### src/rtl/ecdsa_reg_pkg.sv
`default_nettype none
// ============================================================================
// Module  : ecdsa_reg_pkg
// Brief   : Shared widths, register offsets, decode types and helpers for the
//           ECDSA AXI4-Lite register file.
// Revision: 1.0 - initial release
// ============================================================================
package ecdsa_reg_pkg;
  localparam int ADDR_W   = 16;
  localparam int DATA_W   = 64;
  localparam int STRB_W   = DATA_W / 8;
  localparam int OP_W     = 256;
  localparam int OP_WORDS = OP_W / DATA_W;

  localparam logic [ADDR_W-1:0] OFF_CTRL   = 16'h0000;
  localparam logic [ADDR_W-1:0] OFF_STATUS = 16'h0008;
  localparam logic [ADDR_W-1:0] OFF_KEY    = 16'h0100;
  localparam logic [ADDR_W-1:0] OFF_HASH   = 16'h0120;
  localparam logic [ADDR_W-1:0] OFF_NONCE  = 16'h0140;
  localparam logic [ADDR_W-1:0] OFF_SIG_R  = 16'h0200;
  localparam logic [ADDR_W-1:0] OFF_SIG_S  = 16'h0220;

  localparam logic [1:0] RESP_OKAY   = 2'b00;
  localparam logic [1:0] RESP_SLVERR = 2'b10;

  typedef enum logic [2:0] {
    SEL_CTRL, SEL_STATUS, SEL_KEY, SEL_HASH, SEL_NONCE, SEL_SIG_R, SEL_SIG_S, SEL_NONE
  } reg_sel_t;

  typedef struct packed {
    reg_sel_t                    sel;
    logic [$clog2(OP_WORDS)-1:0] word;
    logic                        ro;
    logic                        err;
  } reg_dec_t;

  typedef enum logic [0:0] {W_IDLE, W_RESP} wstate_t;
  typedef enum logic [0:0] {R_IDLE, R_RESP} rstate_t;

  function automatic logic [DATA_W-1:0] apply_strb(input logic [DATA_W-1:0] old_v,
                                                   input logic [DATA_W-1:0] new_v,
                                                   input logic [STRB_W-1:0] strb);
    logic [DATA_W-1:0] res;
    res = old_v;
    for (int b = 0; b < STRB_W; b++) begin
      if (strb[b]) res[8*b +: 8] = new_v[8*b +: 8];
    end
    return res;
  endfunction
endpackage
`default_nettype wire

### src/rtl/ecdsa_axil_regs_if.sv
`default_nettype none
// ============================================================================
// Module  : ecdsa_axil_regs_if
// Brief   : AXI4-Lite channel bundle between the crossbar port and the ECDSA
//           register file.
// Revision: 1.0 - initial release
// ============================================================================
interface ecdsa_axil_regs_if;
  import ecdsa_reg_pkg::*;

  logic [ADDR_W-1:0] awaddr_i;
  logic              awvalid_i;
  logic              awready_o;
  logic [DATA_W-1:0] wdata_i;
  logic [STRB_W-1:0] wstrb_i;
  logic              wvalid_i;
  logic              wready_o;
  logic [1:0]        bresp_o;
  logic              bvalid_o;
  logic              bready_i;
  logic [ADDR_W-1:0] araddr_i;
  logic              arvalid_i;
  logic              arready_o;
  logic [DATA_W-1:0] rdata_o;
  logic [1:0]        rresp_o;
  logic              rvalid_o;
  logic              rready_i;

  modport slave (
    input  awaddr_i, awvalid_i, wdata_i, wstrb_i, wvalid_i, bready_i,
           araddr_i, arvalid_i, rready_i,
    output awready_o, wready_o, bresp_o, bvalid_o, arready_o, rdata_o,
           rresp_o, rvalid_o
  );

  modport master (
    output awaddr_i, awvalid_i, wdata_i, wstrb_i, wvalid_i, bready_i,
           araddr_i, arvalid_i, rready_i,
    input  awready_o, wready_o, bresp_o, bvalid_o, arready_o, rdata_o,
           rresp_o, rvalid_o
  );
endinterface
`default_nettype wire

### src/rtl/ecdsa_reg_decode.sv
`default_nettype none
// ============================================================================
// Module  : ecdsa_reg_decode
// Brief   : Combinational byte-offset decoder: register select, word index,
//           read-only flag and unmapped/misaligned error.
// Revision: 1.0 - initial release
// ============================================================================
module ecdsa_reg_decode
  import ecdsa_reg_pkg::*;
(
  input  logic [ADDR_W-1:0] i_addr,
  output reg_dec_t          o_dec
);
  always_comb begin
    o_dec.sel  = SEL_NONE;
    o_dec.word = i_addr[4:3];
    o_dec.ro   = 1'b0;
    o_dec.err  = 1'b1;
    if (i_addr[2:0] == 3'b000) begin
      o_dec.err = 1'b0;
      if (i_addr == OFF_CTRL)                               o_dec.sel = SEL_CTRL;
      else if (i_addr == OFF_STATUS)                        o_dec.sel = SEL_STATUS;
      else if (i_addr[ADDR_W-1:5] == OFF_KEY[ADDR_W-1:5])   o_dec.sel = SEL_KEY;
      else if (i_addr[ADDR_W-1:5] == OFF_HASH[ADDR_W-1:5])  o_dec.sel = SEL_HASH;
      else if (i_addr[ADDR_W-1:5] == OFF_NONCE[ADDR_W-1:5]) o_dec.sel = SEL_NONCE;
      else if (i_addr[ADDR_W-1:5] == OFF_SIG_R[ADDR_W-1:5]) begin
        o_dec.sel = SEL_SIG_R;
        o_dec.ro  = 1'b1;
      end else if (i_addr[ADDR_W-1:5] == OFF_SIG_S[ADDR_W-1:5]) begin
        o_dec.sel = SEL_SIG_S;
        o_dec.ro  = 1'b1;
      end else begin
        o_dec.err = 1'b1;
      end
    end
  end
endmodule
`default_nettype wire

### src/rtl/ecdsa_axil_regs.sv
`default_nettype none
// ============================================================================
// Module  : ecdsa_axil_regs
// Brief   : AXI4-Lite responder and register file for the ECDSA accelerator:
//           operands, control/status, signature capture and interrupt.
// Revision: 1.0 - initial release
// ============================================================================
module ecdsa_axil_regs
  import ecdsa_reg_pkg::*;
(
  input  logic              clk_i,
  input  logic              rst_i,
  ecdsa_axil_regs_if.slave  axi,
  output logic [OP_W-1:0]   key_o,
  output logic [OP_W-1:0]   hash_o,
  output logic [OP_W-1:0]   nonce_o,
  input  logic [OP_W-1:0]   sig_r_i,
  input  logic [OP_W-1:0]   sig_s_i,
  output logic              core_start_o,
  input  logic              core_busy_i,
  input  logic              core_done_i,
  input  logic              core_err_i,
  output logic              irq_o
);
  logic [OP_WORDS-1:0][DATA_W-1:0] r_key, r_hash, r_nonce, r_sig_r, r_sig_s;
  logic r_start, r_irq_en, r_done, r_err, r_irq;
  logic w_busy;

  wstate_t r_wstate, w_wstate_nx;
  logic r_awready, w_awready_nx, r_wready, w_wready_nx, r_bvalid, w_bvalid_nx;
  logic r_aw_held, w_aw_held_nx, r_w_held, w_w_held_nx;
  logic [1:0] r_bresp, w_bresp_nx;
  logic [ADDR_W-1:0] r_awaddr, w_waddr;
  logic [DATA_W-1:0] r_wdata, w_wdata;
  logic [STRB_W-1:0] r_wstrb, w_wstrb;
  logic w_aw_hs, w_w_hs, w_commit, w_is_op, w_wr_err, w_wr_ok;
  logic w_start_req, w_start_fire, w_start_rej, w_status_wr;
  reg_dec_t w_wdec, w_rdec;

  rstate_t r_rstate, w_rstate_nx;
  logic r_arready, w_arready_nx, r_rvalid, w_rvalid_nx, w_ar_hs, w_unused_rd_ro;
  logic [1:0] r_rresp, w_rresp_nx;
  logic [DATA_W-1:0] r_rdata, w_rdata_nx, w_rd_word;

  assign w_busy = core_busy_i | r_start;

  // A channel already captured in an earlier cycle supplies its held copy.
  assign w_aw_hs  = axi.awvalid_i & r_awready;
  assign w_w_hs   = axi.wvalid_i & r_wready;
  assign w_waddr  = r_aw_held ? r_awaddr : axi.awaddr_i;
  assign w_wdata  = r_w_held ? r_wdata : axi.wdata_i;
  assign w_wstrb  = r_w_held ? r_wstrb : axi.wstrb_i;
  assign w_commit = (r_wstate == W_IDLE) & (r_aw_held | w_aw_hs) & (r_w_held | w_w_hs);

  ecdsa_reg_decode u_wr_dec (.i_addr(w_waddr),      .o_dec(w_wdec));
  ecdsa_reg_decode u_rd_dec (.i_addr(axi.araddr_i), .o_dec(w_rdec));
  assign w_unused_rd_ro = w_rdec.ro;

  assign w_is_op      = (w_wdec.sel == SEL_KEY) | (w_wdec.sel == SEL_HASH) | (w_wdec.sel == SEL_NONCE);
  assign w_wr_err     = w_wdec.err | w_wdec.ro | (w_is_op & w_busy);
  assign w_wr_ok      = w_commit & ~w_wr_err;
  assign w_start_req  = w_wr_ok & (w_wdec.sel == SEL_CTRL) & w_wstrb[0] & w_wdata[0];
  assign w_start_fire = w_start_req & ~w_busy;
  assign w_start_rej  = w_start_req & w_busy;
  assign w_status_wr  = w_wr_ok & (w_wdec.sel == SEL_STATUS) & w_wstrb[0];

  always_comb begin
    w_wstate_nx  = r_wstate;
    w_awready_nx = r_awready;
    w_wready_nx  = r_wready;
    w_bvalid_nx  = r_bvalid;
    w_bresp_nx   = r_bresp;
    w_aw_held_nx = r_aw_held;
    w_w_held_nx  = r_w_held;
    case (r_wstate)
      W_IDLE: begin
        if (w_commit) begin
          w_wstate_nx  = W_RESP;
          w_awready_nx = 1'b0;
          w_wready_nx  = 1'b0;
          w_bvalid_nx  = 1'b1;
          w_bresp_nx   = w_wr_err ? RESP_SLVERR : RESP_OKAY;
          w_aw_held_nx = 1'b0;
          w_w_held_nx  = 1'b0;
        end else begin
          w_aw_held_nx = r_aw_held | w_aw_hs;
          w_w_held_nx  = r_w_held | w_w_hs;
          w_awready_nx = ~w_aw_held_nx;
          w_wready_nx  = ~w_w_held_nx;
        end
      end
      W_RESP: begin
        if (axi.bready_i) begin
          w_wstate_nx  = W_IDLE;
          w_bvalid_nx  = 1'b0;
          w_awready_nx = 1'b1;
          w_wready_nx  = 1'b1;
        end
      end
      default: w_wstate_nx = W_IDLE;
    endcase
  end

  always_ff @(posedge clk_i) begin
    if (rst_i) begin
      r_wstate  <= W_IDLE;
      r_awready <= 1'b0;
      r_wready  <= 1'b0;
      r_bvalid  <= 1'b0;
      r_bresp   <= RESP_OKAY;
      r_aw_held <= 1'b0;
      r_w_held  <= 1'b0;
      r_awaddr  <= '0;
      r_wdata   <= '0;
      r_wstrb   <= '0;
    end else begin
      r_wstate  <= w_wstate_nx;
      r_awready <= w_awready_nx;
      r_wready  <= w_wready_nx;
      r_bvalid  <= w_bvalid_nx;
      r_bresp   <= w_bresp_nx;
      r_aw_held <= w_aw_held_nx;
      r_w_held  <= w_w_held_nx;
      if (w_aw_hs) r_awaddr <= axi.awaddr_i;
      if (w_w_hs) begin
        r_wdata <= axi.wdata_i;
        r_wstrb <= axi.wstrb_i;
      end
    end
  end

  // Core set events are ORed after the clear so they win a same-cycle W1C.
  always_ff @(posedge clk_i) begin
    if (rst_i) begin
      r_key    <= '0;
      r_hash   <= '0;
      r_nonce  <= '0;
      r_sig_r  <= '0;
      r_sig_s  <= '0;
      r_start  <= 1'b0;
      r_irq_en <= 1'b0;
      r_done   <= 1'b0;
      r_err    <= 1'b0;
      r_irq    <= 1'b0;
    end else begin
      r_start <= w_start_fire;
      r_done  <= core_done_i | (r_done & ~(w_status_wr & w_wdata[1]));
      r_err   <= core_err_i | w_start_rej | (r_err & ~(w_status_wr & w_wdata[2]));
      r_irq   <= r_done & r_irq_en;
      if (w_wr_ok && (w_wdec.sel == SEL_CTRL) && w_wstrb[0]) r_irq_en <= w_wdata[1];
      if (w_wr_ok) begin
        case (w_wdec.sel)
          SEL_KEY:   r_key[w_wdec.word]   <= apply_strb(r_key[w_wdec.word], w_wdata, w_wstrb);
          SEL_HASH:  r_hash[w_wdec.word]  <= apply_strb(r_hash[w_wdec.word], w_wdata, w_wstrb);
          SEL_NONCE: r_nonce[w_wdec.word] <= apply_strb(r_nonce[w_wdec.word], w_wdata, w_wstrb);
          default: ;
        endcase
      end
      if (core_done_i) begin
        r_sig_r <= sig_r_i;
        r_sig_s <= sig_s_i;
      end
    end
  end

  always_comb begin
    w_rd_word = '0;
    case (w_rdec.sel)
      SEL_CTRL:   w_rd_word[1] = r_irq_en;
      SEL_STATUS: w_rd_word[2:0] = {r_err, r_done, w_busy};
      SEL_KEY:    w_rd_word = r_key[w_rdec.word];
      SEL_HASH:   w_rd_word = r_hash[w_rdec.word];
      SEL_NONCE:  w_rd_word = r_nonce[w_rdec.word];
      SEL_SIG_R:  w_rd_word = r_sig_r[w_rdec.word];
      SEL_SIG_S:  w_rd_word = r_sig_s[w_rdec.word];
      default:    w_rd_word = '0;
    endcase
  end

  assign w_ar_hs = axi.arvalid_i & r_arready;

  always_comb begin
    w_rstate_nx  = r_rstate;
    w_arready_nx = r_arready;
    w_rvalid_nx  = r_rvalid;
    w_rresp_nx   = r_rresp;
    w_rdata_nx   = r_rdata;
    case (r_rstate)
      R_IDLE: begin
        w_arready_nx = 1'b1;
        if (w_ar_hs) begin
          w_rstate_nx  = R_RESP;
          w_arready_nx = 1'b0;
          w_rvalid_nx  = 1'b1;
          w_rdata_nx   = w_rd_word;
          w_rresp_nx   = w_rdec.err ? RESP_SLVERR : RESP_OKAY;
        end
      end
      R_RESP: begin
        if (axi.rready_i) begin
          w_rstate_nx  = R_IDLE;
          w_rvalid_nx  = 1'b0;
          w_arready_nx = 1'b1;
        end
      end
      default: w_rstate_nx = R_IDLE;
    endcase
  end

  always_ff @(posedge clk_i) begin
    if (rst_i) begin
      r_rstate  <= R_IDLE;
      r_arready <= 1'b0;
      r_rvalid  <= 1'b0;
      r_rresp   <= RESP_OKAY;
      r_rdata   <= '0;
    end else begin
      r_rstate  <= w_rstate_nx;
      r_arready <= w_arready_nx;
      r_rvalid  <= w_rvalid_nx;
      r_rresp   <= w_rresp_nx;
      r_rdata   <= w_rdata_nx;
    end
  end

  assign axi.awready_o = r_awready;
  assign axi.wready_o  = r_wready;
  assign axi.bvalid_o  = r_bvalid;
  assign axi.bresp_o   = r_bresp;
  assign axi.arready_o = r_arready;
  assign axi.rvalid_o  = r_rvalid;
  assign axi.rresp_o   = r_rresp;
  assign axi.rdata_o   = r_rdata;
  assign key_o         = r_key;
  assign hash_o        = r_hash;
  assign nonce_o       = r_nonce;
  assign core_start_o  = r_start;
  assign irq_o         = r_irq;
endmodule
`default_nettype wire
### src/flat_wrapper.sv
// flat-port wrapper written by rule: the top's interface ports become plain ports
module ecdsa_axil_regs_flat import ecdsa_reg_pkg::*;
  (clk_i, rst_i, key_o, hash_o, nonce_o, sig_r_i, sig_s_i, core_start_o, core_busy_i, core_done_i, core_err_i, irq_o, axi_awaddr_i, axi_awvalid_i, axi_wdata_i, axi_wstrb_i, axi_wvalid_i, axi_bready_i, axi_araddr_i, axi_arvalid_i, axi_rready_i, axi_awready_o, axi_wready_o, axi_bresp_o, axi_bvalid_o, axi_arready_o, axi_rdata_o, axi_rresp_o, axi_rvalid_o);
  ecdsa_axil_regs_if axi_i ();
  input  logic clk_i;
  input  logic rst_i;
  output logic [OP_W-1:0] key_o;
  output logic [OP_W-1:0] hash_o;
  output logic [OP_W-1:0] nonce_o;
  input  logic [OP_W-1:0] sig_r_i;
  input  logic [OP_W-1:0] sig_s_i;
  output logic core_start_o;
  input  logic core_busy_i;
  input  logic core_done_i;
  input  logic core_err_i;
  output logic irq_o;
  input wire logic [$bits(axi_i.awaddr_i)-1:0] axi_awaddr_i;
  input wire logic [$bits(axi_i.awvalid_i)-1:0] axi_awvalid_i;
  input wire logic [$bits(axi_i.wdata_i)-1:0] axi_wdata_i;
  input wire logic [$bits(axi_i.wstrb_i)-1:0] axi_wstrb_i;
  input wire logic [$bits(axi_i.wvalid_i)-1:0] axi_wvalid_i;
  input wire logic [$bits(axi_i.bready_i)-1:0] axi_bready_i;
  input wire logic [$bits(axi_i.araddr_i)-1:0] axi_araddr_i;
  input wire logic [$bits(axi_i.arvalid_i)-1:0] axi_arvalid_i;
  input wire logic [$bits(axi_i.rready_i)-1:0] axi_rready_i;
  output wire logic [$bits(axi_i.awready_o)-1:0] axi_awready_o;
  output wire logic [$bits(axi_i.wready_o)-1:0] axi_wready_o;
  output wire logic [$bits(axi_i.bresp_o)-1:0] axi_bresp_o;
  output wire logic [$bits(axi_i.bvalid_o)-1:0] axi_bvalid_o;
  output wire logic [$bits(axi_i.arready_o)-1:0] axi_arready_o;
  output wire logic [$bits(axi_i.rdata_o)-1:0] axi_rdata_o;
  output wire logic [$bits(axi_i.rresp_o)-1:0] axi_rresp_o;
  output wire logic [$bits(axi_i.rvalid_o)-1:0] axi_rvalid_o;
  assign axi_i.awaddr_i = axi_awaddr_i;
  assign axi_i.awvalid_i = axi_awvalid_i;
  assign axi_i.wdata_i = axi_wdata_i;
  assign axi_i.wstrb_i = axi_wstrb_i;
  assign axi_i.wvalid_i = axi_wvalid_i;
  assign axi_i.bready_i = axi_bready_i;
  assign axi_i.araddr_i = axi_araddr_i;
  assign axi_i.arvalid_i = axi_arvalid_i;
  assign axi_i.rready_i = axi_rready_i;
  assign axi_awready_o = axi_i.awready_o;
  assign axi_wready_o = axi_i.wready_o;
  assign axi_bresp_o = axi_i.bresp_o;
  assign axi_bvalid_o = axi_i.bvalid_o;
  assign axi_arready_o = axi_i.arready_o;
  assign axi_rdata_o = axi_i.rdata_o;
  assign axi_rresp_o = axi_i.rresp_o;
  assign axi_rvalid_o = axi_i.rvalid_o;
  ecdsa_axil_regs u_core (.clk_i(clk_i), .rst_i(rst_i), .axi(axi_i), .key_o(key_o), .hash_o(hash_o), .nonce_o(nonce_o), .sig_r_i(sig_r_i), .sig_s_i(sig_s_i), .core_start_o(core_start_o), .core_busy_i(core_busy_i), .core_done_i(core_done_i), .core_err_i(core_err_i), .irq_o(irq_o));
endmodule
### config.mk
export PLATFORM = sky130hd
export DESIGN_NAME = ecdsa_axil_regs_flat
export DESIGN_NICKNAME = d
export VERILOG_FILES = /design/src/rtl/ecdsa_reg_pkg.sv /design/src/rtl/ecdsa_axil_regs_if.sv /design/src/rtl/ecdsa_reg_decode.sv /design/src/rtl/ecdsa_axil_regs.sv /design/src/flat_wrapper.sv
export SDC_FILE = /design/constraint.sdc
export NUM_CORES = 2
export LEC_CHECK = 0
export ABC_CLOCK_PERIOD_IN_PS = 8100
export CAP_MARGIN = 20
export CORE_AREA = 2 2 572 574
export CTS_CLUSTER_SIZE = 14
export DETAILED_ROUTE_END_ITERATION = 8
export DIE_AREA = 0 0 574 576
export GPL_TIMING_DRIVEN = 1
export PLACE_DENSITY = 0.42
export SKIP_CTS_REPAIR_TIMING = 1
export SYNTH_ARGS = -nofsm -noshare
export SYNTH_HDL_FRONTEND = slang
export SYNTH_SLANG_ARGS = --single-unit
export TNS_END_PERCENT = 10
### constraint.sdc
create_clock -name clk_i -period 8.1 [get_ports clk_i]
set_input_delay 0.81 -clock clk_i [delete_from_list [all_inputs] [get_ports clk_i]]
set_output_delay 0.81 -clock clk_i [all_outputs]
set_load 0.005 [all_outputs]
==> insert_results.sql <==
INSERT INTO impl_metrics (metric_group, metric, value, unit) VALUES
('timing', 'final-setup-viol-count', '0', ''),
('clocking', 'clk_root_buffer_cell', 'sky130_fd_sc_hd__clkbuf_16', ''),
('logic_synthesis', 'synthSimpleGateAreaFrac', '11.0', '%'),
('timing', 'post-route-min-period', '5.12', 'ns'),
('drt', 'routed_wirelength', '375', 'mm'),
('place', 'gp_congestion', '0.832', ''),
('logic_synthesis', 'synth.yosys.warnings', '0', ''),
('timing', 'drv_slew', '0', ''),
('place', 'portBuffers', '1466', ''),
('worst_setup_path', 'crit_path_max_fanout', '43', ''),
('drt', 'detailroute.via_count', '56500', ''),
('logic_synthesis', 'synth_unique_cells', '60', ''),
('logic_synthesis', 'xor_and_xnor_area_share_after_synthesis', '0', '%'),
('drt', 'route.detailed.vias_per_inst', '4.66', ''),
('drt', 'drc', '0', ''),
('grt', 'grt_first_pass_wirelength', '505', 'mm'),
('cells_and_area', 'layoutNonFillerInstCount', '12100', ''),
('floorplan', 'die_h', '576', 'um'),
('pwr', 'swShare', '26.3', '%'),
('logic_synthesis', 'yosysTopAreaCell', 'sky130_fd_sc_hd__dfxtp_1', ''),
('logic_synthesis', 'sequential_share_of_the_synthesized_area', '42.6', '%'),
('pwr', 'clkPwrFrac', '47.8', '%'),
('cells_and_area', 'post_route_cells_drive_above_1_share', '12.6', '%'),
('drt', 'dr.first_iter.drc_count', '3667', ''),
('grt', 'grt_total_usage', '21.8', '%'),
('drt', 'wl_per_cell', '30.9', 'um'),
('worst_setup_path', 'critical_path.startpoint_type', 'flop', ''),
('pwr', 'p_int', '0.0132', 'W'),
('grt', 'grt_max_degree', '213', ''),
('worst_setup_path', 'timing.rr.start', 'u_core.r_aw_held', ''),
('clocking', 'clk_path_buf_depth', '4', ''),
('logic_synthesis', 'synth_top_cells_by_area', 'sky130_fd_sc_hd__dfxtp_1 43%, sky130_fd_sc_hd__mux2i_1 20%, sky130_fd_sc_hd__mux4_2 17%', ''),
('logic_synthesis', 'yosysTopAreaCellShare', '42.6', '%'),
('logic_synthesis', 'asyncSetResetFlopFracSynth', '0', '%'),
('logic_synthesis', 'post_synth_edffs', '0', ''),
('clocking', 'cts_buffers', '189', ''),
('floorplan', 'fp.coreArea', '325000', 'um2'),
('timing', 'finalHoldViolations', '0', ''),
('clocking', 'tritoncts_num_sinks', '1448', ''),
('clocking', 'number_of_levels_in_the_clock_h_tree', '4', ''),
('pwr', 'static-leakage-power', '38.4', 'nW'),
('timing', 'worst_slew_margin_rel', '26.5', '%'),
('timing', 'clock_skew', '0.0477', 'ns'),
('hold_path', 'hold_start', 'rst_i', ''),
('worst_setup_path', 'critical_path_end_type', 'flop', ''),
('drt', 'detail-route-antenna-nets', '0', ''),
('logic_synthesis', 'synth.cell_area', '68100', 'um2'),
('outcome', 'status', 'completed', ''),
('timing', 'tightest_slew', '1.10', 'ns'),
('logic_synthesis', 'post_synth.cell_area_avg', '10.7', 'um2'),
('logic_synthesis', 'synth.ff_latch_count', '1448', ''),
('job', 'cap_violations', '0', ''),
('clocking', 'tritoncts_clock_tree', 'built', ''),
('timing', 'maxClockFrequency', '195', 'MHz'),
('worst_setup_path', 'cpMaxStageDelayCell', 'sky130_fd_sc_hd__nor4_2', ''),
('logic_synthesis', 'post-synth-top-count-cell', 'sky130_fd_sc_hd__dfxtp_1', ''),
('timing', 'setup_ws', '2.98', 'ns'),
('floorplan', 'fp.dieArea', '331000', 'um2'),
('worst_setup_path', 'cp-startpoint', 'u_core.r_aw_held', ''),
('worst_setup_path', 'critPathArrivalTime', '5.80', 'ns'),
('pwr', 'comb_power_share', '10.5', '%'),
('cells_and_area', 'final.fill_count', '34100', ''),
('clocking', 'clk_pin_slew_worst_paths', '0.06', 'ns'),
('place', 'pre_cts_slack', '2.36', 'ns'),
('worst_setup_path', 'crit_required', '8.78', 'ns'),
('logic_synthesis', 'synth_area_in_compound_gates', '5.81', '%'),
('logic_synthesis', 'postSynth.topFlopCell', 'sky130_fd_sc_hd__dfxtp_1', ''),
('cells_and_area', 'num-nets-final', '8238', ''),
('timing', 'totalNegativeSetupSlack', '0', 'ns'),
('floorplan', 'io-pin-count', '1469', ''),
('pwr', 'maximum_vdd_drop', '0.000140', 'V');
## critical path, delay by kind of cell (launching register included)
| kind | cells | cell delay [ns] |
|---|---|---|
| buf+inv | 2 | 0.79 |
| flops | 1 | 0.45 |
| compound gates | 1 | 0.38 |
| simple gates | 4 | 2.83 |
| mux | 1 | 0.22 |
## final timing paths
path	to	slack, ns	cells past startpoint
worst min-delay path	u_core.r_sig_r[156]	0.40	2
worst max-delay path	u_core.hash_o[133]	2.98	8
worst max register to register	u_core.hash_o[133]	2.98	8
worst min register to register	u_core.r_wdata[50]	0.45	2
## kinds of logic after synthesis
group           Yosys count
flops                  1448
mux                    1875
buf+inv                 545
compound gates          630
other cells               1
simple gates           1888
## through the flow
| step | area [um2] | utilization, % | power (W) |
|---|---|---|---|
| after floorplan | 68100 | - | 0.00859 |
| after global placement | 87200 | 26.8 | 0.00949 |
| after detailed placement | 87200 | 26.8 | 0.00951 |
| after CTS | 93400 | 28.7 | 0.0182 |
| after global routing | 93400 | 28.7 | 0.0185 |
| final | 93500 | 28.7 | 0.0179 |
## sequential cells by signal, summed over array words and instances, names as in the netlist, 8 cells and up
signal and flops:
u_core.axi.rdata_o 64, u_core.hash_o 256, u_core.nonce_o 256, u_core.r_sig_s 256
u_core.r_wstrb 8, u_core.key_o 256, u_core.r_awaddr 16, u_core.r_sig_r 256
u_core.r_wdata 64
## per-layer routing
metal  share of wire (%)  up-vias  track usage [%]
met1                  38    28700             24.5
met2                  49     1909             37.7
met4                 5.4       42             10.7
met3                 7.4      498             6.39
li1                    -    25300                -
met5               0.074        -                0
## power groups by stage
| stage | combinational (W) | clock, W | sequential (W) |
|---|---|---|---|
| 6_report | 0.00187 | 0.00855 | 0.00746 |
| 5_1_grt | 0.00200 | 0.00906 | 0.00747 |
| 4_1_cts | 0.00190 | 0.00882 | 0.00746 |
| 3_5_place_dp | 0.00190 | 0 | 0.00761 |
| 3_3_place_gp | 0.00188 | 0 | 0.00760 |
| 2_1_floorplan | 0.00103 | 0 | 0.00755 |
## cells in the final DEF (no fill, tap or decap), types with 48 or more instances in the layout
cell,netlist,layout
sky130_fd_sc_hd__mux4_2,512,512
sky130_fd_sc_hd__clkbuf_8,0,48
sky130_fd_sc_hd__clkbuf_16,0,192
sky130_fd_sc_hd__nor2b_1,64,64
sky130_fd_sc_hd__nand2_1,1152,1151
sky130_fd_sc_hd__mux2i_1,1357,1349
sky130_fd_sc_hd__o21ai_0,67,67
sky130_fd_sc_hd__a22oi_1,62,62
sky130_fd_sc_hd__dfxtp_1,1448,1447
sky130_fd_sc_hd__a21o_1,194,194
sky130_fd_sc_hd__clkdlybuf4s50_1,0,1462
sky130_fd_sc_hd__nor2_1,599,595
sky130_fd_sc_hd__a31oi_1,61,61
sky130_fd_sc_hd__a21oi_1,221,210
sky130_fd_sc_hd__buf_4,39,85
## area by class of cell
class / instances / area [um2] / area share [%]
clock inverters: 59 / 623 / 0.667
well taps: 4346 / 5440 / 5.82
inverters: 5 / 28.8 / 0.0308
repair buffers: 1573 / 15800 / 16.9
multi-input cells: 4395 / 36900 / 39.5
diodes: 27 / 67.6 / 0.0723
clock buffers: 274 / 5590 / 5.98
flip-flops and latches: 1448 / 29000 / 31.0
Power figures use the tool's default switching activity.
